## src/rtl/mbox_sbus_arb_if.sv

```systemverilog
// Request/SBUS bundle for mbox_sbus_arb: requester side, memory side and error pulses.
// Address-parity signals exist only when MBOX_ADR_PAR_EN is defined.
interface mbox_sbus_arb_if;
   logic [0:2]        req;
   logic [0:2]        wr;
   logic [0:2][14:35] pa;
   logic [0:2][0:35]  wdata;
   logic [0:2]        done;
   logic              err;
   logic [0:35]       rdata;
   logic              sbus_start;
   logic              sbus_wr;
   logic [14:35]      sbus_adr;
   logic [0:35]       sbus_data_out;
   logic              sbus_ack;
   logic              sbus_dvalid;
   logic [0:35]       sbus_data_in;
   logic              sbus_dpar;
   logic              sbus_err_in;
   logic              nxm_err;
   logic              mb_par_err;
   logic              sbus_err;
   logic              adr_par_err;
`ifdef MBOX_ADR_PAR_EN
   logic              sbus_apar;
   logic              sbus_apar_bad;

   modport slave (
      input  req, wr, pa, wdata, sbus_ack, sbus_dvalid, sbus_data_in, sbus_dpar,
             sbus_err_in, sbus_apar_bad,
      output done, err, rdata, sbus_start, sbus_wr, sbus_adr, sbus_data_out,
             nxm_err, mb_par_err, sbus_err, adr_par_err, sbus_apar
   );
   modport master (
      output req, wr, pa, wdata, sbus_ack, sbus_dvalid, sbus_data_in, sbus_dpar,
             sbus_err_in, sbus_apar_bad,
      input  done, err, rdata, sbus_start, sbus_wr, sbus_adr, sbus_data_out,
             nxm_err, mb_par_err, sbus_err, adr_par_err, sbus_apar
   );
`else
   modport slave (
      input  req, wr, pa, wdata, sbus_ack, sbus_dvalid, sbus_data_in, sbus_dpar,
             sbus_err_in,
      output done, err, rdata, sbus_start, sbus_wr, sbus_adr, sbus_data_out,
             nxm_err, mb_par_err, sbus_err, adr_par_err
   );
   modport master (
      output req, wr, pa, wdata, sbus_ack, sbus_dvalid, sbus_data_in, sbus_dpar,
             sbus_err_in,
      input  done, err, rdata, sbus_start, sbus_wr, sbus_adr, sbus_data_out,
             nxm_err, mb_par_err, sbus_err, adr_par_err
   );
`endif
endinterface

```

## src/rtl/mbox_sbus_arb.sv

```systemverilog
// MBOX SBUS arbiter: CHAN > EBOX > CCA (with starvation override), sequences one SBUS cycle at a time
// and reports NXM/parity/SBUS errors. Define MBOX_ADR_PAR_EN to add address-parity generation/checking.
module mbox_sbus_arb #(
   parameter int NXM_TIMEOUT = 64,
   parameter int CCA_STARVE  = 8
) (
   input logic             i_clk,
   input logic             i_crobar,
   mbox_sbus_arb_if.slave  io_bus
);
   localparam int TW = (NXM_TIMEOUT > 2) ? $clog2(NXM_TIMEOUT) : 1;
   localparam int CW = $clog2(CCA_STARVE + 1);

   typedef enum logic [1:0] {S_IDLE, S_ADDR, S_WAIT} state_t;

   state_t        r_state;
   logic [1:0]    r_owner;
   logic          r_wr;
   logic [14:35]  r_adr;
   logic [0:35]   r_wdata;
   logic          r_start;
   logic [0:2]    r_done;
   logic          r_err;
   logic [0:35]   r_rdata;
   logic          r_nxm;
   logic          r_mbpar;
   logic          r_serr;
   logic [TW-1:0] r_tmo;
   logic [CW-1:0] r_cca_loss;
`ifdef MBOX_ADR_PAR_EN
   logic          r_apar;
   logic          r_apar_err;
`endif

   logic [1:0]    w_gnt_idx;
   logic          w_sel_wr;
   logic [14:35]  w_sel_pa;
   logic [0:35]   w_sel_wdata;
   logic [0:2]    w_owner_oh;
   logic          w_arb_ok;
   logic          w_cca_forced;
   logic          w_busy;
   logic          w_apar_bad;
   logic          w_serr;
   logic          w_apar_abort;
   logic          w_ack_ok;
   logic          w_rd_done;
   logic          w_nxm;
   logic          w_abort;
   logic          w_par_bad;

`ifdef MBOX_ADR_PAR_EN
   assign w_apar_bad = io_bus.sbus_apar_bad;
`else
   assign w_apar_bad = 1'b0;
`endif

   // Arbitration is suppressed while DONE is visible so the finishing requester can drop REQ.
   assign w_arb_ok     = (r_state == S_IDLE) && (r_done == 3'b000);
   assign w_cca_forced = (r_cca_loss == CW'(CCA_STARVE));
   assign w_busy       = (r_state == S_ADDR) || (r_state == S_WAIT);
   assign w_par_bad    = ~(^{io_bus.sbus_data_in, io_bus.sbus_dpar});

   // SBUS_ERR_IN outranks ACK/DVALID and the timeout; a real ACK/DVALID outranks the timeout.
   assign w_serr       = w_busy && io_bus.sbus_err_in;
   assign w_apar_abort = (r_state == S_ADDR) && io_bus.sbus_ack && !io_bus.sbus_err_in && w_apar_bad;
   assign w_ack_ok     = (r_state == S_ADDR) && io_bus.sbus_ack && !io_bus.sbus_err_in && !w_apar_bad;
   assign w_rd_done    = (r_state == S_WAIT) && io_bus.sbus_dvalid && !io_bus.sbus_err_in;
   assign w_nxm        = w_busy && !io_bus.sbus_err_in
                         && !((r_state == S_ADDR) && io_bus.sbus_ack)
                         && !((r_state == S_WAIT) && io_bus.sbus_dvalid)
                         && (r_tmo == TW'(NXM_TIMEOUT - 1));
   assign w_abort      = w_serr || w_apar_abort || w_nxm;

   always_comb begin
      w_gnt_idx = 2'd1;
      if (io_bus.req[0])
         w_gnt_idx = 2'd0;
      else if (io_bus.req[2] && (w_cca_forced || !io_bus.req[1]))
         w_gnt_idx = 2'd2;

      w_sel_wr    = io_bus.wr[1];
      w_sel_pa    = io_bus.pa[1];
      w_sel_wdata = io_bus.wdata[1];
      case (w_gnt_idx)
         2'd0: begin
            w_sel_wr    = io_bus.wr[0];
            w_sel_pa    = io_bus.pa[0];
            w_sel_wdata = io_bus.wdata[0];
         end
         2'd2: begin
            w_sel_wr    = io_bus.wr[2];
            w_sel_pa    = io_bus.pa[2];
            w_sel_wdata = io_bus.wdata[2];
         end
         default: ;
      endcase

      w_owner_oh = 3'b000;
      case (r_owner)
         2'd0:    w_owner_oh = 3'b100;
         2'd1:    w_owner_oh = 3'b010;
         2'd2:    w_owner_oh = 3'b001;
         default: w_owner_oh = 3'b000;
      endcase
   end

   always_ff @(posedge i_clk or posedge i_crobar) begin
      if (i_crobar) begin
         r_state    <= S_IDLE;
         r_owner    <= 2'd0;
         r_wr       <= 1'b0;
         r_adr      <= '0;
         r_wdata    <= '0;
         r_start    <= 1'b0;
         r_done     <= 3'b000;
         r_err      <= 1'b0;
         r_rdata    <= '0;
         r_nxm      <= 1'b0;
         r_mbpar    <= 1'b0;
         r_serr     <= 1'b0;
         r_tmo      <= '0;
         r_cca_loss <= '0;
`ifdef MBOX_ADR_PAR_EN
         r_apar     <= 1'b0;
         r_apar_err <= 1'b0;
`endif
      end else begin
         r_done  <= 3'b000;
         r_err   <= 1'b0;
         r_nxm   <= 1'b0;
         r_mbpar <= 1'b0;
         r_serr  <= 1'b0;
`ifdef MBOX_ADR_PAR_EN
         r_apar_err <= 1'b0;
`endif
         case (r_state)
            S_IDLE: begin
               if (w_arb_ok) begin
                  if (!io_bus.req[2])
                     r_cca_loss <= '0;
                  if (io_bus.req != 3'b000) begin
                     r_owner <= w_gnt_idx;
                     r_wr    <= w_sel_wr;
                     r_adr   <= w_sel_pa;
                     r_wdata <= w_sel_wdata;
`ifdef MBOX_ADR_PAR_EN
                     r_apar  <= ~^w_sel_pa;
`endif
                     r_start <= 1'b1;
                     r_tmo   <= '0;
                     r_state <= S_ADDR;
                     if (io_bus.req[2]) begin
                        if (w_gnt_idx == 2'd2)
                           r_cca_loss <= '0;
                        else if (!w_cca_forced)
                           r_cca_loss <= r_cca_loss + CW'(1);
                     end
                  end
               end
            end
            S_ADDR, S_WAIT: begin
               r_tmo <= r_tmo + TW'(1);
               if (w_abort) begin
                  r_done  <= w_owner_oh;
                  r_err   <= 1'b1;
                  r_start <= 1'b0;
                  r_state <= S_IDLE;
                  r_serr  <= w_serr;
                  r_nxm   <= w_nxm;
`ifdef MBOX_ADR_PAR_EN
                  r_apar_err <= w_apar_abort;
`endif
                  if (!r_wr)
                     r_rdata <= '0;
               end else if (w_ack_ok) begin
                  r_start <= 1'b0;
                  if (r_wr) begin
                     r_done  <= w_owner_oh;
                     r_state <= S_IDLE;
                  end else begin
                     r_state <= S_WAIT;
                  end
               end else if (w_rd_done) begin
                  r_done  <= w_owner_oh;
                  r_err   <= w_par_bad;
                  r_mbpar <= w_par_bad;
                  r_rdata <= io_bus.sbus_data_in;
                  r_state <= S_IDLE;
               end
            end
            default: r_state <= S_IDLE;
         endcase
      end
   end

   assign io_bus.done          = r_done;
   assign io_bus.err           = r_err;
   assign io_bus.rdata         = r_rdata;
   assign io_bus.sbus_start    = r_start;
   assign io_bus.sbus_wr       = r_wr;
   assign io_bus.sbus_adr      = r_adr;
   assign io_bus.sbus_data_out = r_wdata;
   assign io_bus.nxm_err       = r_nxm;
   assign io_bus.mb_par_err    = r_mbpar;
   assign io_bus.sbus_err      = r_serr;
`ifdef MBOX_ADR_PAR_EN
   assign io_bus.sbus_apar     = r_apar;
   assign io_bus.adr_par_err   = r_apar_err;
`else
   assign io_bus.adr_par_err   = 1'b0;
`endif
endmodule
```

## src/flat_wrapper.sv

```systemverilog
// flat-port wrapper written by rule: the top's interface ports become plain ports
module mbox_sbus_arb_flat 
#(
   parameter int NXM_TIMEOUT = 64,
   parameter int CCA_STARVE  = 8
)
  (i_clk, i_crobar, io_bus_req, io_bus_wr, io_bus_pa, io_bus_wdata, io_bus_sbus_ack, io_bus_sbus_dvalid, io_bus_sbus_data_in, io_bus_sbus_dpar, io_bus_sbus_err_in, io_bus_done, io_bus_err, io_bus_rdata, io_bus_sbus_start, io_bus_sbus_wr, io_bus_sbus_adr, io_bus_sbus_data_out, io_bus_nxm_err, io_bus_mb_par_err, io_bus_sbus_err, io_bus_adr_par_err);
  mbox_sbus_arb_if io_bus_i ();
  input logic i_clk;
  input logic i_crobar;
  input wire logic [$bits(io_bus_i.req)-1:0] io_bus_req;
  input wire logic [$bits(io_bus_i.wr)-1:0] io_bus_wr;
  input wire logic [$bits(io_bus_i.pa)-1:0] io_bus_pa;
  input wire logic [$bits(io_bus_i.wdata)-1:0] io_bus_wdata;
  input wire logic [$bits(io_bus_i.sbus_ack)-1:0] io_bus_sbus_ack;
  input wire logic [$bits(io_bus_i.sbus_dvalid)-1:0] io_bus_sbus_dvalid;
  input wire logic [$bits(io_bus_i.sbus_data_in)-1:0] io_bus_sbus_data_in;
  input wire logic [$bits(io_bus_i.sbus_dpar)-1:0] io_bus_sbus_dpar;
  input wire logic [$bits(io_bus_i.sbus_err_in)-1:0] io_bus_sbus_err_in;
  output wire logic [$bits(io_bus_i.done)-1:0] io_bus_done;
  output wire logic [$bits(io_bus_i.err)-1:0] io_bus_err;
  output wire logic [$bits(io_bus_i.rdata)-1:0] io_bus_rdata;
  output wire logic [$bits(io_bus_i.sbus_start)-1:0] io_bus_sbus_start;
  output wire logic [$bits(io_bus_i.sbus_wr)-1:0] io_bus_sbus_wr;
  output wire logic [$bits(io_bus_i.sbus_adr)-1:0] io_bus_sbus_adr;
  output wire logic [$bits(io_bus_i.sbus_data_out)-1:0] io_bus_sbus_data_out;
  output wire logic [$bits(io_bus_i.nxm_err)-1:0] io_bus_nxm_err;
  output wire logic [$bits(io_bus_i.mb_par_err)-1:0] io_bus_mb_par_err;
  output wire logic [$bits(io_bus_i.sbus_err)-1:0] io_bus_sbus_err;
  output wire logic [$bits(io_bus_i.adr_par_err)-1:0] io_bus_adr_par_err;
  assign io_bus_i.req = io_bus_req;
  assign io_bus_i.wr = io_bus_wr;
  assign io_bus_i.pa = io_bus_pa;
  assign io_bus_i.wdata = io_bus_wdata;
  assign io_bus_i.sbus_ack = io_bus_sbus_ack;
  assign io_bus_i.sbus_dvalid = io_bus_sbus_dvalid;
  assign io_bus_i.sbus_data_in = io_bus_sbus_data_in;
  assign io_bus_i.sbus_dpar = io_bus_sbus_dpar;
  assign io_bus_i.sbus_err_in = io_bus_sbus_err_in;
  assign io_bus_done = io_bus_i.done;
  assign io_bus_err = io_bus_i.err;
  assign io_bus_rdata = io_bus_i.rdata;
  assign io_bus_sbus_start = io_bus_i.sbus_start;
  assign io_bus_sbus_wr = io_bus_i.sbus_wr;
  assign io_bus_sbus_adr = io_bus_i.sbus_adr;
  assign io_bus_sbus_data_out = io_bus_i.sbus_data_out;
  assign io_bus_nxm_err = io_bus_i.nxm_err;
  assign io_bus_mb_par_err = io_bus_i.mb_par_err;
  assign io_bus_sbus_err = io_bus_i.sbus_err;
  assign io_bus_adr_par_err = io_bus_i.adr_par_err;
  mbox_sbus_arb #(.NXM_TIMEOUT(NXM_TIMEOUT), .CCA_STARVE(CCA_STARVE)) u_core (.i_clk(i_clk), .i_crobar(i_crobar), .io_bus(io_bus_i));
endmodule
```

## config.mk

```make
export PLATFORM = sky130hd
export DESIGN_NAME = mbox_sbus_arb_flat
export DESIGN_NICKNAME = d
export VERILOG_FILES = /design/src/rtl/mbox_sbus_arb_if.sv /design/src/rtl/mbox_sbus_arb.sv /design/src/flat_wrapper.sv
export SDC_FILE = /design/constraint.sdc
export NUM_CORES = 1
export LEC_CHECK = 0
export ABC_AREA = 0
export BUFFER_PORTS_ARGS = -buffer_cell sky130_fd_sc_hd__buf_4
export CAP_MARGIN = 5
export CORE_AREA = 2 2 126 128
export CTS_CLUSTER_DIAMETER = 50
export DETAILED_ROUTE_END_ITERATION = 8
export DIE_AREA = 0 0 128 130
export PLACE_DENSITY = 0.76
export RECOVER_POWER = 50
export SLEW_MARGIN = 20
export SYNTH_ARGS = -nofsm -noshare
export SYNTH_HDL_FRONTEND = slang
export SYNTH_SLANG_ARGS = --single-unit
```

## constraint.sdc

```tcl
create_clock -name i_clk -period 5.4 [get_ports i_clk]
set_input_delay 0.54 -clock i_clk [delete_from_list [all_inputs] [get_ports i_clk]]
set_output_delay 0.54 -clock i_clk [all_outputs]
set_load 0.01 [all_outputs]
```

After elaboration in Yosys (flattened, before gate mapping)
Cells that the tools add are included.
- flip-flop bits (word level): 117
- output and inout bits: 104
- logic and storage cells: 108
- add/sub/neg operators: 2
- equality and inequality tests: 13
- mux-type cells: 45
- bitwise operators: 1
- reduce and logical (&&, ||, !) cells: 33
- operator list (operator ; count):
    $mux 36 ; 4
    $pmux 36 s2 ; 1
    $pmux 22 s2 ; 1
    $reduce_xor 37->1 ; 1
    $mux 4 ; 5
    $mux 2 ; 8
    $mux 3 ; 5
    $mux 1 ; 14
    $mux 6 ; 2
    $pmux 6 s2 ; 1
    $logic_and 1x1->1 ; 11
    $pmux 3 s3 ; 1
    $reduce_and 3->1 ; 3
    $reduce_and 4->1 ; 2
    $add 6x1->6 const B ; 1
    $eq 2x2->1 const B ; 3
    $eq 6x6->1 const B ; 1
    $logic_not 2->1 ; 3
    $ne 2x2->1 const B ; 3
    $add 4x1->4 const B ; 1
    $eq 2x1->1 const B ; 2
    $eq 4x4->1 const B ; 1
    $logic_not 1->1 ; 4
    $ne 4x1->1 const B ; 1
    11 further kinds ; 15

Logic depth before layout (Yosys ltp)
- depth in word-level cells: 9
- mapped depth: 10
- depth with buffers taken out: 8

Worst setup path before layout
OpenSTA, ideal clock, no wires.
- path kind: register to register
- from: register u_core.r_state[0]
- to: register u_core.r_rdata, in the netlist u_core.io_bus.rdata[10]
- library setup time: 0.121 ns
- data arrival time: 2.038 ns
- setup slack: 3.241 ns
- stages on the path, launching flop included: 11
- cells stage by stage: dfrtp_1 -> inv_1 -> ha_1 -> buf_4 -> nand2b_2 -> a221o_1 -> o21bai_2 -> and2b_1 -> o21ai_2 -> buf_6 -> a22o_1
- word-level cells in the longest chain between the ends: 9
- RTL lines (element ; line ; text):
    start, declared ; mbox_sbus_arb.sv:16 ; state_t r_state;
    start signal, assigned ; mbox_sbus_arb.sv:110 ; r_state <= S_IDLE;
    start signal, assigned ; mbox_sbus_arb.sv:152 ; r_state <= S_ADDR;
    start signal, assigned ; mbox_sbus_arb.sv:168 ; r_state <= S_IDLE;
    $eq 2x1->1 / $eq 2x2->1 (equally long branches) ; n/a ;
    $logic_or 1x1->1 / $logic_and 1x1->1 (equally long branches) ; mbox_sbus_arb.sv:61, mbox_sbus_arb.sv:67, mbox_sbus_arb.sv:70 ;
    $logic_and 1x1->1 / $logic_not 1->1 (equally long branches) ; mbox_sbus_arb.sv:69, mbox_sbus_arb.sv:70 ;
    $logic_and 1x1->1 ; mbox_sbus_arb.sv:70 ; && !((r_state == S_ADDR) && io_bus.sbus_ack)
    $logic_and 1x1->1 ; mbox_sbus_arb.sv:71 ; && !((r_state == S_WAIT) && io_bus.sbus_dvalid)
    $logic_and 1x1->1 ; mbox_sbus_arb.sv:72 ; && (r_tmo == TW'(NXM_TIMEOUT - 1));
    $logic_or 1x1->1 ; mbox_sbus_arb.sv:73 ; assign w_abort = w_serr || w_apar_abort || w_nxm;
    $ne 2x2->1 (no line) / $reduce_bool 2->1 (equally long branches) ; n/a ;
    $reduce_and 4->1 (no line) ; n/a ;
    end signal, assigned ; mbox_sbus_arb.sv:188 ; r_rdata <= io_bus.sbus_data_in;
    end, declared ; mbox_sbus_arb.sv:24 ; logic [0:35] r_rdata;
Several ways; a longest one is shown, not always the timed one.
A chain may end at the register's enable or synchronous reset.

==> impl_results.md <==
* Worst Setup Start Kind: primary input
* Post-Route Skew at 0.006756 ns
* Hold Buf Count CTS at 0
* Reg clk slew, reported paths at 0.06 ns
* IO Count at 326
* Final cell utilization of the core at 57.33%
* Initial antenna violation count at 0
* GRT Overall Usage at 21.32%
* Drt pass-1 iters at 7
* Placed cell area at about 0.0085 mm^2
* Clock power share at just under 30%
* Layout cell share with drive strength beyond 1 at 29.42%
* Fin crit share at 50.97%
* Net Switching at 0.001576 W
* Root Driver: clkbuf_16
* Sink Count at 117
* Sequential share of power at between 30 and 40%
* Failing checks: capacitance limit, slew limit
* Final WS setup at around 2.6 ns
* Commonest non-fill, non-tap cells in the layout: buf_4, dfrtp_1, clkbuf_1
* Post_cts resized at 0
* Total power at 0.004236 W
* Routed WL at 17.81 mm
* DR iter-0 viols at approximately 250
* Most common cell after layout, fill and taps aside: buf_4
* Max Cap Viol at 1
* Register area share after synthesis at 48.86%
* Status: complete, but fails checks
* First-pass GRT wire length at 27.63 mm
* RSZ-0062 raised after global routing: no
* Synthesized Nets at ~850
* WS Path Type: primary input to async pin
* Fin Setup TNS at 0 ns
* Via/cell ratio at between 4 and 5
* Die Ht at 130 um
* Nets at 1161
* Die W at about 130 um
* Die area at 0.01664 mm^2
* Crit end category: async pin
* # fillers at 1419
* Cts bufs inserted at 17
* DP HPWL at 13.30 mm
* DR WL/cell at between 15 and 20 um
* Starting Density at 38.85%
* Min cycle time layout at 2.752 ns
* Final ANT Viol Nets at 0
* Fmax at 363.3 MHz
* Worst endpoint data arrival time at 3.25 ns
* RePlAce Congestion at 0.8620
* Largest net degree at the start of global routing at 74
* Leak pwr at 4.300 nW
* Post-synth cell types at 42
* Sw Ratio at roughly 37%
* Vias in the first global route at ~5400
* Max Slew Vio Count at between 70 and 80
* Most common flop cell mapped by yosys: dfrtp_1
* HP Class: primary input to flip-flop
* DRC at 0
* Skew-Pair Late Insertion Delay at 0.41 ns
* CTS tree: yes
* Worst EP required at 5.90 ns
* Post-synth EDFFs at 0
* Final hold violations at 0
* Syn avg cell area at 9.618 um^2
* Ant. Diodes at 0
* Worst slew pin tran at 3.161 ns
* # setup viols final at 0
* CP peak stage delay at 1.76 ns
* Comb power frac at a little under two fifths
* VDD IR max at 0.0002457 V
* Warnings, synthesis at 0
* DP Worst Slack at 2.909 ns
* Synth-to-Final Area Change at 47.59%
* Worst-path maximum fanout at 73
* Worst slew margin at -111.9%
* Post-Synthesis Cells at 623
* Internal cell power at 0.002660 W
* Post-synth design cell area at 0.005992 mm^2
* CP max stage cell: clkinvlp_2
* Bufs on Longest Clock Path at 2
* PD cells at 479.0 mW/mm^2
* Depth of the CTS H-tree at 4
* Cell chain of the critical path: clkbuf_4 > clkinvlp_2 > buf_4
* Synth Register Bits at 117
* Gr ovfl total at 0
* Row count at 46
* Buffers on Ports at 324
* Post-synth ARST share at 100.0%
* Core area at 0.01542 mm^2
* Setup bufs post-CTS at 0
* Post-route cell area at 0.008843 mm^2
* Vias at 5666
## registers in the layout, indices dropped and copies added, names as in the netlist
register	flops
u_core.io_bus.sbus_err	1
u_core.io_bus.sbus_adr	22
u_core.io_bus.mb_par_err	1
u_core.io_bus.rdata	36
u_core.io_bus.sbus_wr	1
u_core.io_bus.err	1
u_core.io_bus.nxm_err	1
u_core.r_state	2
u_core.io_bus.done	3
u_core.io_bus.sbus_start	1
u_core.io_bus.sbus_data_out	36
u_core.r_tmo	6
u_core.r_owner	2
u_core.r_cca_loss	4
## stage by stage
step / cells / hold slack, ns
final: 1137 / 0.3568
after global routing: 1137 / 0.3400
after CTS: 1137 / 0.3373
after detailed placement: 1105 / 0.4765
after global placement: 1105 / 0.4679
after floorplan: 623 / 0.4404
## cell type report
class / instances / area [um^2] / area share [%]
well taps: 192 / 240.2 / 2.716
clock inverters: 14 / 224.0 / 2.533
flip-flops and latches: 117 / 2928 / 33.11
clock buffers: 18 / 429.2 / 4.853
inverters: 7 / 27.53 / 0.3113
repair buffers: 331 / 2128 / 24.07
multi-input cells: 458 / 2867 / 32.41
## cell usage after synthesis (2+ instances only)
master | instances | share of area (%)
buf_4 | 2 | 0.25
nor3b_1 | 2 | 0.25
mux2i_1 | 57 | 9.5
clkbuf_1 | 25 | 1.6
nor3_1 | 5 | 0.42
dfrtp_1 | 117 | 49
nor2_1 | 65 | 4.1
a221o_1 | 2 | 0.33
o21ai_0 | 2 | 0.17
o21ai_1 | 75 | 6.3
xnor2_1 | 28 | 4.1
nand2_1 | 73 | 4.6
inv_1 | 7 | 0.44
buf_2 | 7 | 0.58
and2_1 | 2 | 0.21
buf_1 | 4 | 0.25
nand2b_1 | 6 | 0.63
a222oi_1 | 2 | 0.33
o31ai_1 | 2 | 0.25
buf_6 | 3 | 0.56
a22o_1 | 37 | 5.4
a21oi_1 | 64 | 5.3
ha_1 | 7 | 1.5
xor2_1 | 5 | 0.73
nand3_1 | 7 | 0.58
## worst max-delay path, delay by kind of cell
| kind | cells | cell delay, ns |
|---|---|---|
| buffers and inverters | 3 | 2.61 |
## metal layers
layer / wire [um] / GRT usage [%] / share of wire (%)
met1: 7059 / 24.97 / 40
met2: 8895 / 36.43 / 50
met3: 1499 / 7.913 / 8.4
met5: 0 / 0 / 0
met4: 357 / 7.111 / 2.0
## power by group through the flow
stage	Sequential, W	Clock, W	Combinational, W
6_report	0.00139	0.00125	0.00159
3_5_place_dp	0.00141	0	0.00183
3_3_place_gp	0.00140	0	0.00180
4_1_cts	0.00140	0.00127	0.00183
2_1_floorplan	0.00152	0	0.000914
5_1_grt	0.00144	0.00132	0.00179
## kinds of logic after synthesis
kind of cell / Yosys count / synth area share (%)
fa+ha+maj: 7 / 1.462
other cells: 1 / 0.06258
flops: 117 / 48.86
buf+inv: 48 / 3.654
mux: 59 / 9.898
xor+xnor: 35 / 5.471
compound gates: 188 / 18.73
simple gates: 168 / 11.86
## path summary, 6_finish.rpt
check | slack (ns) | endpoint | from | cells past startpoint
setup / recovery | 2.65 | u_core.io_bus.sbus_data_out[23]$_DFFE_PP0P_ | i_crobar | 3
setup reg to reg | 2.87 | u_core.io_bus.rdata[22]$_DFFE_PP0P_ | u_core.r_state[1]$_DFFE_PP0P_ | 9
min in group asynchronous | 1.04 | u_core.io_bus.rdata[22]$_DFFE_PP0P_ | i_crobar | 2
hold / removal | 0.36 | u_core.io_bus.rdata[26]$_DFFE_PP0P_ | io_bus_sbus_data_in[9] | 2
hold reg to reg | 0.48 | u_core.io_bus.sbus_adr[19]$_DFFE_PP0P_ | u_core.io_bus.sbus_adr[19]$_DFFE_PP0P_ | 2
max in group i_clk | 2.87 | u_core.io_bus.rdata[22]$_DFFE_PP0P_ | u_core.r_state[1]$_DFFE_PP0P_ | 9
Power figures use the tool's default switching activity.
